[config.mk]
export PLATFORM = sky130hd
export DESIGN_NAME = prog_loader
export DESIGN_NICKNAME = d
export VERILOG_FILES = /design/src/rtl/ie_defs.sv /design/src/rtl/prog_loader.sv
export SDC_FILE = /design/constraint.sdc
export NUM_CORES = 1
export LEC_CHECK = 0
export ABC_AREA = 0
export BUFFER_PORTS_ARGS = -buffer_cell sky130_fd_sc_hd__clkbuf_2
export CAP_MARGIN = 5
export CORE_MARGIN = 2
export CORE_UTILIZATION = 45
export CTS_BUF_LIST = sky130_fd_sc_hd__clkbuf_8
export CTS_CLUSTER_SIZE = 40
export DETAILED_ROUTE_END_ITERATION = 6
export PLACE_DENSITY = 0.74
export SYNTH_ARGS = -nofsm -noshare
export SYNTH_HDL_FRONTEND = slang
export SYNTH_SLANG_ARGS = --single-unit
[constraint.sdc]
create_clock -name clk -period 2.31 [get_ports clk]
set_clock_uncertainty 0.2 [all_clocks]
set_input_delay 0.231 -clock clk [delete_from_list [all_inputs] [get_ports clk]]
set_output_delay 0.231 -clock clk [all_outputs]
set_load 0.05 [all_outputs]
[src/rtl/ie_defs.sv]
//------------------------------------------------------------------------------
// Package : ie_defs
// Brief   : Shared definitions for the prog_loader byte-stream program loader:
//           command byte values and the frame-parser state encoding.
// Rev     : 1.0  initial release
//------------------------------------------------------------------------------
`default_nettype none

package ie_defs;

  // Command bytes that open a frame
  localparam logic [7:0] LDR_CMD_W = 8'h57;  // write block: AH AL LH LL data...
  localparam logic [7:0] LDR_CMD_R = 8'h52;  // run: PC_HI PC_LO
  localparam logic [7:0] LDR_CMD_H = 8'h48;  // halt: no payload

  // Frame parser states
  typedef enum logic [2:0] {
    IDLE   = 3'd0,
    W_AH   = 3'd1,
    W_AL   = 3'd2,
    W_LH   = 3'd3,
    W_LL   = 3'd4,
    W_DATA = 3'd5,
    R_PH   = 3'd6,
    R_PL   = 3'd7
  } ldr_state_t;

endpackage : ie_defs

`default_nettype wire

[src/rtl/prog_loader.sv]
//------------------------------------------------------------------------------
// Module  : prog_loader
// Brief   : Parses a framed host byte stream (W/R/H commands), writes payload
//           bytes into RAM while the CPU is held in reset, then loads the CPU
//           reset vector and releases the CPU.
// Rev     : 1.0  initial release
//------------------------------------------------------------------------------
`default_nettype none

module prog_loader
  import ie_defs::*;
#(
  parameter int unsigned MEM_SIZE   = 1024,
  parameter logic [15:0] PC_DEFAULT = 16'h0200
) (
  input  logic        clk,
  input  logic        rst,
  input  logic [7:0]  in_data,
  input  logic        in_valid,
  output logic        in_ready,
  output logic [15:0] mem_addr,
  output logic [7:0]  mem_data,
  output logic        mem_write_en,
  output logic        cpu_run,
  output logic [15:0] pc_reset,
  output logic [7:0]  checksum,
  output logic        err_cmd,
  output logic        err_range,
  output logic        err_busy
);

  // Parser state and frame working registers
  ldr_state_t  state_q;
  logic [7:0]  hi_q;       // high byte of the 16-bit field currently being assembled
  logic [15:0] addr_q;     // next RAM address for W_DATA
  logic [15:0] cnt_q;      // data bytes still expected in the current W frame

  // Registered outputs
  logic [15:0] mem_addr_q;
  logic [7:0]  mem_data_q;
  logic        mem_write_en_q;
  logic        cpu_run_q;
  logic [15:0] pc_reset_q;
  logic [7:0]  checksum_q;
  logic        err_cmd_q;
  logic        err_range_q;
  logic        err_busy_q;

  // Combinational helpers
  logic        xfer_d;     // a byte is accepted this cycle
  logic [15:0] field_d;    // 16-bit field completed by the current byte
  logic        in_range_d; // current write address lies inside RAM

  // The loader can always accept a byte except while reset is asserted
  assign in_ready   = !rst;
  assign xfer_d     = in_valid && in_ready;
  assign field_d    = {hi_q, in_data};
  assign in_range_d = (32'(addr_q) < 32'(MEM_SIZE));

  // Frame parser: advances one step per accepted byte; all outputs registered
  always_ff @(posedge clk) begin
    if (rst) begin
      state_q        <= IDLE;
      hi_q           <= 8'h00;
      addr_q         <= 16'h0000;
      cnt_q          <= 16'h0000;
      mem_addr_q     <= 16'h0000;
      mem_data_q     <= 8'h00;
      mem_write_en_q <= 1'b0;
      cpu_run_q      <= 1'b0;
      pc_reset_q     <= PC_DEFAULT;
      checksum_q     <= 8'h00;
      err_cmd_q      <= 1'b0;
      err_range_q    <= 1'b0;
      err_busy_q     <= 1'b0;
    end else begin
      // The write strobe is a single-cycle pulse
      mem_write_en_q <= 1'b0;

      if (xfer_d) begin
        case (state_q)
          IDLE: begin
            case (in_data)
              LDR_CMD_W: begin
                state_q    <= W_AH;
                checksum_q <= 8'h00;
                // The frame is still parsed while the CPU owns the RAM port,
                // only its strobes are withheld.
                if (cpu_run_q) begin
                  err_busy_q <= 1'b1;
                end
              end
              LDR_CMD_R: begin
                state_q <= R_PH;
              end
              LDR_CMD_H: begin
                cpu_run_q <= 1'b0;
              end
              default: begin
                err_cmd_q <= 1'b1;
              end
            endcase
          end

          W_AH: begin
            hi_q    <= in_data;
            state_q <= W_AL;
          end

          W_AL: begin
            addr_q  <= field_d;
            state_q <= W_LH;
          end

          W_LH: begin
            hi_q    <= in_data;
            state_q <= W_LL;
          end

          W_LL: begin
            cnt_q <= field_d;
            // A zero-length block closes the frame without any writes
            if (field_d == 16'h0000) begin
              state_q <= IDLE;
            end else begin
              state_q <= W_DATA;
            end
          end

          W_DATA: begin
            mem_addr_q <= addr_q;
            mem_data_q <= in_data;
            addr_q     <= addr_q + 16'd1;
            checksum_q <= checksum_q + in_data;
            cnt_q      <= cnt_q - 16'd1;
            if (!cpu_run_q) begin
              if (in_range_d) begin
                mem_write_en_q <= 1'b1;
              end else begin
                err_range_q <= 1'b1;
              end
            end
            if (cnt_q == 16'd1) begin
              state_q <= IDLE;
            end
          end

          R_PH: begin
            hi_q    <= in_data;
            state_q <= R_PL;
          end

          R_PL: begin
            // Vector and run flag change in the same cycle so the CPU never
            // leaves reset with a stale vector.
            pc_reset_q <= field_d;
            cpu_run_q  <= 1'b1;
            state_q    <= IDLE;
          end

          default: begin
            state_q <= IDLE;
          end
        endcase
      end
    end
  end

  assign mem_addr     = mem_addr_q;
  assign mem_data     = mem_data_q;
  assign mem_write_en = mem_write_en_q;
  assign cpu_run      = cpu_run_q;
  assign pc_reset     = pc_reset_q;
  assign checksum     = checksum_q;
  assign err_cmd      = err_cmd_q;
  assign err_range    = err_range_q;
  assign err_busy     = err_busy_q;

endmodule : prog_loader

`default_nettype wire

**Word level (Yosys, flattened, before mapping)**

Cells that the tools add are included.
W data, S select, Z words.

- Latch bits: 0
- Output and inout bits: 54
- Memories: 0
- Word-level logic and storage cells: 70
- Memory bits (writable): 0
- Bits in registers: 96
- ROM bits: 0

- Add/subtract/negate cells: 3
- Reductions and logical operators: 22
- Div/mod/pow operators: 0
- Bitwise gates (word level): 5
- Order comparisons: 1
- Multiply operators: 0
- Equal/unequal tests: 15
- Muxes and demuxes: 11
- Shift-type cells: 0

Operators by type and width:

| cell | count |
|---|---|
| $pmux W16 S2 | 2 |
| $eq A8 B7 Y1 const B | 3 |
| $pmux W3 S8 | 1 |
| $add A16 B1 Y16 const B | 1 |
| $eq A16 B1 Y1 const B | 1 |
| $logic_not A16 Y1 | 1 |
| $lt A16 B11 Y1 const B | 1 |
| $pmux W8 S2 | 1 |
| $sub A16 B1 Y16 const B | 1 |
| $eq A3 B3 Y1 const B | 4 |
| $reduce_and A3 Y1 | 4 |
| $reduce_and A2 Y1 | 5 |
| $add A8 B8 Y8 | 1 |
| $mux W8 | 1 |
| $reduce_and A4 Y1 | 2 |
| $reduce_bool A2 Y1 | 4 |
| $eq A3 B2 Y1 const B | 2 |
| $mux W3 | 2 |
| $pmux W3 S2 | 1 |
| $reduce_or A3 Y1 | 2 |
| $not A1 Y1 | 5 |
| $ne A2 B1 Y1 const B | 2 |
| $reduce_or A4 Y1 | 1 |
| $eq A3 B1 Y1 const B | 1 |
| other kinds (7) | 8 |

**Logic depth before layout (Yosys ltp)**

Gate-level depths: netlist (run 1).

- Word-level depth: 4
- Gate-level depth with buffers: 8

**Least setup slack after synthesis (run 1)**

OpenSTA, ideal clock, no wires.

- Path kind: reg-to-reg
- From: register checksum_q[1], in the netlist checksum[1]
- To: register checksum_q[5], in the netlist checksum[5]
- Buffers on the path: 0
- Setup slack: 0.141 ns
- Setup time: 0.128 ns
- Arrival: 1.841 ns
- Period minus slack after synthesis: 2.169 ns
- Stages on the path, launching flop included: 7
- Cell sequence: dfxtp_1 > ha_1 > a21oi_1 > o211ai_1 > or3_1 > a32oi_1 > nor2_1

- Cells in the longest elaborated chain, start to end: 2

RTL lines:

| element | RTL line | source |
|---|---|---|
| start: declaration | prog_loader.sv:44 | `logic [7:0] checksum_q;` |
| start signal: assignment | prog_loader.sv:134 | `checksum_q <= checksum_q + in_data;` |
| $add A8 B8 Y8 | prog_loader.sv:134 |  |
| $pmux W8 S2 | prog_loader.sv:81 | `case (state_q)` |

Every way passes these cells.
A chain may end at the register's enable or synchronous reset.

**Final worst setup path (run 1)**

- From: register cnt_q[8]
- To: register cnt_q[12]

- Cells in the longest elaborated chain, start to end: 2

RTL lines:

| element | RTL line | source |
|---|---|---|
| start: declaration | prog_loader.sv:36 | `logic [15:0] cnt_q;` |
| start signal: assignment | prog_loader.sv:121 | `cnt_q <= field_d;` |
| start signal: assignment | prog_loader.sv:135 | `cnt_q <= cnt_q - 16'd1;` |
| $sub A16 B1 Y16 | prog_loader.sv:135 |  |
| $pmux W16 S2 | prog_loader.sv:81 |  |

Every way passes these cells.

==> results of run 1 <==
-- worst max path at each step --
| stage | depth (start not counted) | start | slack (ns) | endpoint |
|---|---|---|---|---|
| after floorplan | 6 | checksum[1] | 0.14 | checksum[5] |
| after global placement | 5 | cnt_q[8] | 0.15 | cnt_q[12] |
| after detailed placement | 4 | cnt_q[3] | 0.08 | cnt_q[15] |
| after CTS | 7 | in_data[3] | 0.03 | state_q[2] |
| after global routing | 6 | state_q[2] | 0.04 | addr_q[9] |
| final | 5 | cnt_q[8] | 0.14 | cnt_q[12] |
-- final cells by class --
class,count,area share [%]
Sequential cell,96,35.3
Timing Repair Buffer,99,11.3
Clock buffer,9,2.27
Inverter,10,0.689
Multi-Input combinational cell,468,46.4
Tap cell,133,3.05
Clock inverter,7,1.03
-- what timing repair did --
item / in CTS / in global routing
gates resized for setup: 0 / 5
setup buffers: 0 / 2
setup endpoints to repair: 0 / 12
endpoints found under the hold margin: 3 / 0
hold buffers: 3 / 0
-- state kept, by name, indices dropped and copies added (netlist names) --
| name | flops |
|---|---|
| addr_q | 16 |
| cnt_q | 16 |
| mem_addr | 16 |
| pc_reset | 16 |
| checksum | 8 |
| hi_q | 8 |
| mem_data | 8 |
| state_q | 3 |
| cpu_run | 1 |
| err_busy | 1 |
| err_cmd | 1 |
| err_range | 1 |
| mem_write_en | 1 |
-- logic make-up (layout without fill, tap and decap cells) --
family                     after synthesis  in the layout  share of synthesized area, %
AOI/OAI and AO/OA                      186            186                          24.1
DFF                                     96             96                          41.6
adders and majority gates               11             11                          3.14
buffers and inverters                   49            125                          4.14
and+or+nand+nor                        266            266                          26.1
muxes                                    1              1                         0.217
xor gates and xnor gates                 4              4                         0.758
-- per-layer routing --
layer / global-route usage (%) / up-vias / wire length [um]
met1: 31.7 / 2245 / 5980
li1: - / 2314 / -
met5: 0 / - / 0
met2: 41.3 / 170 / 6470
met4: 6.10 / 0 / 252
met3: 3.71 / 24 / 752
-- synth_stat cells, types with 3 or more instances --
library cell	number
nand3b_1	4
a22oi_1	5
o31ai_1	4
o21ai_0	42
or3_1	5
buf_2	3
nor2_1	54
a31o_2	4
a21oi_1	81
clkbuf_1	34
o22ai_1	4
nand4_1	5
nor3_1	17
dfxtp_1	96
nand2_1	126
a41oi_1	3
o221a_2	5
a31oi_1	13
and3_1	6
and2_1	4
nand3_1	16
a211oi_1	5
xnor2_1	3
or4_1	3
ha_1	10
inv_1	10
nor4_1	10
nor2b_1	3
-- worst max-delay path: cells and delay by family (launching register included) --
family	cells	cell delay, ns
DFF	1	0.37
AOI/OAI and AO/OA	2	0.34
and+or+nand+nor	3	1.18
-- metrics by stage --
step                      instance area [um2]  setup slack [ns]  power (W)
after floorplan                          4620             0.141    0.00178
after global placement                   5210             0.153    0.00185
after detailed placement                 5210            0.0752    0.00185
after CTS                                5420            0.0268    0.00288
after global routing                     5450            0.0440    0.00297
final                                    5450             0.137    0.00287
-- cells in the final DEF (no fill, tap or decap), types with 11 or more instances in the layout --
master / count
a31oi_1: 13
nor3_1: 17
clkbuf_2: 64
buf_4: 30
nand2_1: 126
dfxtp_1: 96
inv_1: 11
o21ai_0: 41
a21oi_1: 81
nor2_1: 53
nand3_1: 16
-- power by group through the flow --
stage | clock [W] | combinational [W] | sequential, W
5_1_grt | 0.00113 | 0.000171 | 0.00167
4_1_cts | 0.00106 | 0.000156 | 0.00166
3_3_place_gp | 0 | 0.000151 | 0.00170
6_report | 0.00105 | 0.000159 | 0.00166
2_1_floorplan | 0 | 0.0000766 | 0.00171
3_5_place_dp | 0 | 0.000151 | 0.00170
==> key figures, run 1 <==
Place
  – Post-detail-place hpwl: roughly 9.6 mm
  – PortBufs: 64
  – GPL Wtd Cong: 0.918
  – Placed Cells incl. Taps: about 800

STA
  – Final Setup Violations: 0
  – Period utilization: 94.1%
  – Final Slew Violations: 0
  – Unrepaired setup endpoints after global routing: false
  – Post-Route Setup TNS: 0 ns
  – Max transition margin: about 64%
  – Final hold vios: 0
  – Final Critical Period: 2.17 ns
  – Hold WS: 0.0332 ns
  – Fmax: about 460 MHz
  – Worst Max-Slew Pin Slew: between 0.5 and 0.6 ns

CTS
  – Total CTS buffers: 9
  – Sink Count: 96
  – CTS root buf: clkbuf_8
  – CTS H-tree lvls: 3
  – Clock Path Buffers: 2
  – Clock transition at the registers of the reported paths: around 0.10 ns
  – CTS tree: yes
  – Clock latency on the worst-skew pair: around 0.37 ns

Logic synthesis
  – Most area-consuming cells after synthesis: dfxtp_1 (42%), nand2_1 (10%), a21oi_1 (8.8%), o21ai_0 (4.5%), nor2_1 (4.4%)
  – Syn Inst Count: between 600 and 700
  – Flops & latches, synth: 96
  – Leading area contributor after synthesis: dfxtp_1
  – Mapped Avg Cell Area: approximately 7.5 um2
  – Syn_nets: 635
  – Number of synthesized flops with an enable pin: 0
  – Syn Std Cell Area: 4620 um2
  – Netlist cell types: 58
  – Synth Warn #: 0
  – Top cell type's share of synthesized area: roughly 42%
  – Register area share after synthesis: about 42%
  – Ys flop type: dfxtp_1
  – Ys async rst share: 0%

Setup path
  – Setup slack, reg-to-reg: 0.14 ns
  – Reg2Reg Depth: 5
  – Max incr delay on CP: between 0.5 and 0.6 ns
  – CP Data Required Time: 2.40 ns
  – Worst R2R Start: cnt_q[8]
  – CP arrival: about 2.3 ns
  – Critical Path Start Type: flop
  – CP dominant cell by count: or4_4
  – Crit Path Category: flop to flop
  – CP Cell Sequence: or4_4 > or4_4 > a21oi_2 > nor2_1 > a211oi_2
  – CP Capture Type: flop
  – Reg-to-reg endpoint: cnt_q[12]
  – Slowest stage cell on the critical path: or4_4
  – Max FO, Critical Path: 6

Route
  – Pre-antenna DRT Iters: 6
  – Vias per Instance: between 5 and 6
  – Post-route antenna net violation count: 0
  – Via count: between 4000 and 5000
  – Routed wire per std cell: around 16 um
  – Remaining DRCs: 0
  – Drt initial violations: slightly below 300
  – WL final: around 13 mm

Final layout
  – Layout Nets: about 710
  – Post-route insts no fill: about 800
  – Register area: ~1900 um2
  – Finished Core Util: a little under three fifths
  – Area delta synth->final: 17.9%
  – Share of cells above drive strength 1: a little under a fifth
  – Antenna Diode Count: 0
  – Layout fillers: approximately 960
  – Multi-input gate area: between 2000 and 3000 um2

Pwr
  – Clock power frac: between 30% and 40%
  – Worst IR drop on VDD: 0.401 mV
  – Internal power: 0.00212 W
  – Net switching power: ~0.00076 W
  – Combinational power share: about 5.5%
  – Sequential power share: between 50 and 60%
  – Cell leakage power: between 2 and 2.5 nW
  – Sw frac: 26.3%
  – Pwr Density: ~530 nW/um2

Flow run
  – Max_cap viols: 0

Min path
  – Worst min path class: input pin to flop
  – Hold_sp: in_data[2]
  – Hold endpoint: mem_data[2]
  – WHS Path Cells: 3

Global routing
  – First-pass GRT wire length: 21.7 mm
  – GRT overflow: 0
  – GRT Total Usage: between 20% and 30%
  – Largest net degree at the start of global routing: between 40 and 50
  – Antenna violations before repair: 0
  – Vias in the first global route: approximately 4400

Floorplanning
  – Initial Util: a little under half
  – # rows: 36
  – Io pins: 65
  – Core area: around 9900 um2
  – Die Width: roughly 110 um
  – Overall die area: 11100 um2
  – Die height: roughly 110 um

Status
  – Outcome: complete, no violations
(Power assumes the default switching activity.)
==> inputs of run 2 (changes only) <==
CORE_ASPECT_RATIO = 1.2   (was default)
==> run 2 against run 1 <==
Wire length shrank 1.6%. Fmax shrank 1.9%. Cell area shrank 0.41%. Cell count fell by 1.1%. Clock power increased by 6%. Hold slack worse by 0.019 ns. Critical path depth did not move. Core utilization shrank 1.0 points. Power up 2.1%. First-iteration DRC count is 48% higher. Global-route usage rose by 0.48 points. Non-clock buffer count is 2 lower. Largest cell class unchanged. Largest power group unchanged.
==> key figures, run 2 (synthesis gave the netlist of run 1 again) <==
Status
  – Outcome: complete, no violations

Setup path
  – Critical Path Start Type: flop
  – CP Data Required Time: 2.40 ns (about the same)
  – Crit Path Category: flop to flop
  – Max FO, Critical Path: 6 (unchanged)
  – CP Capture Type: flop
  – Reg2Reg Depth: 5 (unchanged)
  – Worst R2R Start: cnt_q[8]
  – Setup slack, reg-to-reg: 0.09 ns (-0.04 ns)
  – Reg-to-reg endpoint: cnt_q[12]
  – CP arrival: 2.31 ns (+0.05 ns)

STA
  – Post-Route Setup TNS: 0 ns (unchanged)
  – Unrepaired setup endpoints after global routing: false
  – Final Setup Violations: 0 (unchanged)
  – Final Slew Violations: 0 (unchanged)
  – Final hold vios: 0 (unchanged)
  – Max transition margin: 56.9% (-7.0 points)
  – Fmax: 451 MHz (-1.9%)
  – Period utilization: 95.9% (+1.9 points)
  – Final Critical Period: 2.22 ns (+0.0428 ns)
  – Worst Max-Slew Pin Slew: 0.639 ns (+0.103 ns)

CTS
  – Sink Count: 96 (unchanged)
  – Clock latency on the worst-skew pair: 0.37 ns (about the same)
  – Total CTS buffers: 9 (unchanged)
  – CTS H-tree lvls: 3 (unchanged)
  – CTS root buf: clkbuf_8
  – CTS tree: yes
  – Setup Buffers After CTS: 0 (unchanged)
  – Clock transition at the registers of the reported paths: 0.10 ns (about the same)
  – Clock Path Buffers: 2 (unchanged)

Floorplanning
  – Die Width: 96.5 um (-8.4%)
  – Die height: 115 um (+9.2%)
  – # rows: 40 (+11%)
  – Initial Util: 46.2% (-0.68 points)
  – Core area: 10000 um2 (+1.5%)
  – Io pins: 65 (unchanged)
  – Overall die area: 11100 um2 (about the same)

Route
  – Post-route antenna net violation count: 0 (unchanged)
  – WL final: 13.2 mm (-1.6%)
  – Pre-antenna DRT Iters: 5 (-1)
  – Routed wire per std cell: 16.3 um (-0.46%)
  – Drt initial violations: 435 (+48%)
  – Remaining DRCs: 0 (unchanged)
  – Via count: 4817 (+1.3%)
  – Vias per Instance: 5.92 (+2.5%)

Final layout
  – Layout Nets: 704 (-0.28%)
  – Antenna Diode Count: 0 (unchanged)
  – Most frequent cells in the layout: nand2_1 (126), dfxtp_1 (96), a21oi_1 (81)
  – Area delta synth->final: 17.4%
  – Share of cells above drive strength 1: 19.2% (+0.056 points)
  – Commonest non-fill, non-tap cell in the layout: nand2_1
  – Layout fillers: 968 (+1.3%)

Min path
  – Hold endpoint: hi_q[2]
  – WHS Path Cells: 3 (unchanged)
  – Hold_sp: in_data[2]
  – Worst min path class: input pin to flop

Pwr
  – Worst IR drop on VDD: 0.289 mV (-28%)
  – Cell leakage power: 2.05 nW (+0.13%)
  – Total power: 0.00293 W (+2.1%)
  – Pwr Density: 540 nW/um2 (+2.5%)

Global routing
  – Vias in the first global route: 4502 (+1.9%)
  – Largest net degree at the start of global routing: 56 (+19%)
  – First-pass GRT wire length: 21.4 mm (-1.2%)
  – GRT Total Usage: 24.6% (+0.48 points)
  – Antenna violations before repair: 0 (unchanged)
  – GRT overflow: 0 (unchanged)

Flow run
  – Max_cap viols: 0 (unchanged)

Place
  – Post-detail-place hpwl: 9.44 mm (-1.6%)
  – GPL Wtd Cong: 0.919 (about the same)
  – PortBufs: 64 (unchanged)
-- run 2: final cells by class --
type	instances	area, um2	area share, %
inverter	10	37.5	0.692
sequential	96	1920	35.4
clock inverter	5	46.3	0.853
timing repair buffer	97	583	10.7
tap	126	158	2.91
multi-input combinational	468	2530	46.6
clock buffer	11	151	2.79
-- run 2: worst max path at each step --
stage / endpoint / startpoint / depth (start not counted) / slack (ns)
finish: cnt_q[12] / cnt_q[8] / 5 / 0.09
global route: cnt_q[12] / cnt_q[8] / 5 / 0.003
CTS: cnt_q[15] / cnt_q[3] / 4 / 0.11
detailed placement: cnt_q[15] / cnt_q[3] / 4 / 0.11
global placement: cnt_q[12] / cnt_q[8] / 5 / 0.16
floorplan: checksum[5] / checksum[1] / 6 / 0.14
-- run 2: layer usage --
layer,global-route usage [%],vias to the layer above,wire (um)
met5,0,-,0
met4,12.9,0,502
met3,4.65,35,1020
met2,39.2,209,6260
met1,31.4,2255,5470
li1,-,2318,-
-- run 2: stage by stage --
stage / util, % / setup slack (ns) / cells / area (um2) / hold slack [ns]
floorplan: - / 0.141 / 613 / 4620 / 0.140
global placement: 52.0 / 0.160 / 796 / 5200 / 0.244
detailed placement: 52.0 / 0.107 / 796 / 5200 / 0.248
CTS: 54.0 / 0.107 / 813 / 5410 / 0.000166
global route: 54.2 / 0.00317 / 813 / 5430 / 0.00878
finish: 54.2 / 0.0944 / 813 / 5430 / 0.0137
-- run 2: critical path, stage by stage, from the launching register on --
cell and delay [ns]:
dfxtp_1 0.36, or4_1 0.63, or4_4 0.56, a21oi_2 0.14, nor2_1 0.06, a211oi_2 0.18
-- run 2: repair_timing --
action,CTS,global route
resized for setup,0,4
endpoints found under the hold margin,1,0
endpoints found under the setup margin,0,4
hold buffers,1,0
-- run 2: report_power, final --
group	switching, W	internal (W)
clock network	0.000641	0.000470
logic	0.000108	0.0000477
registers	0.00000549	0.00166
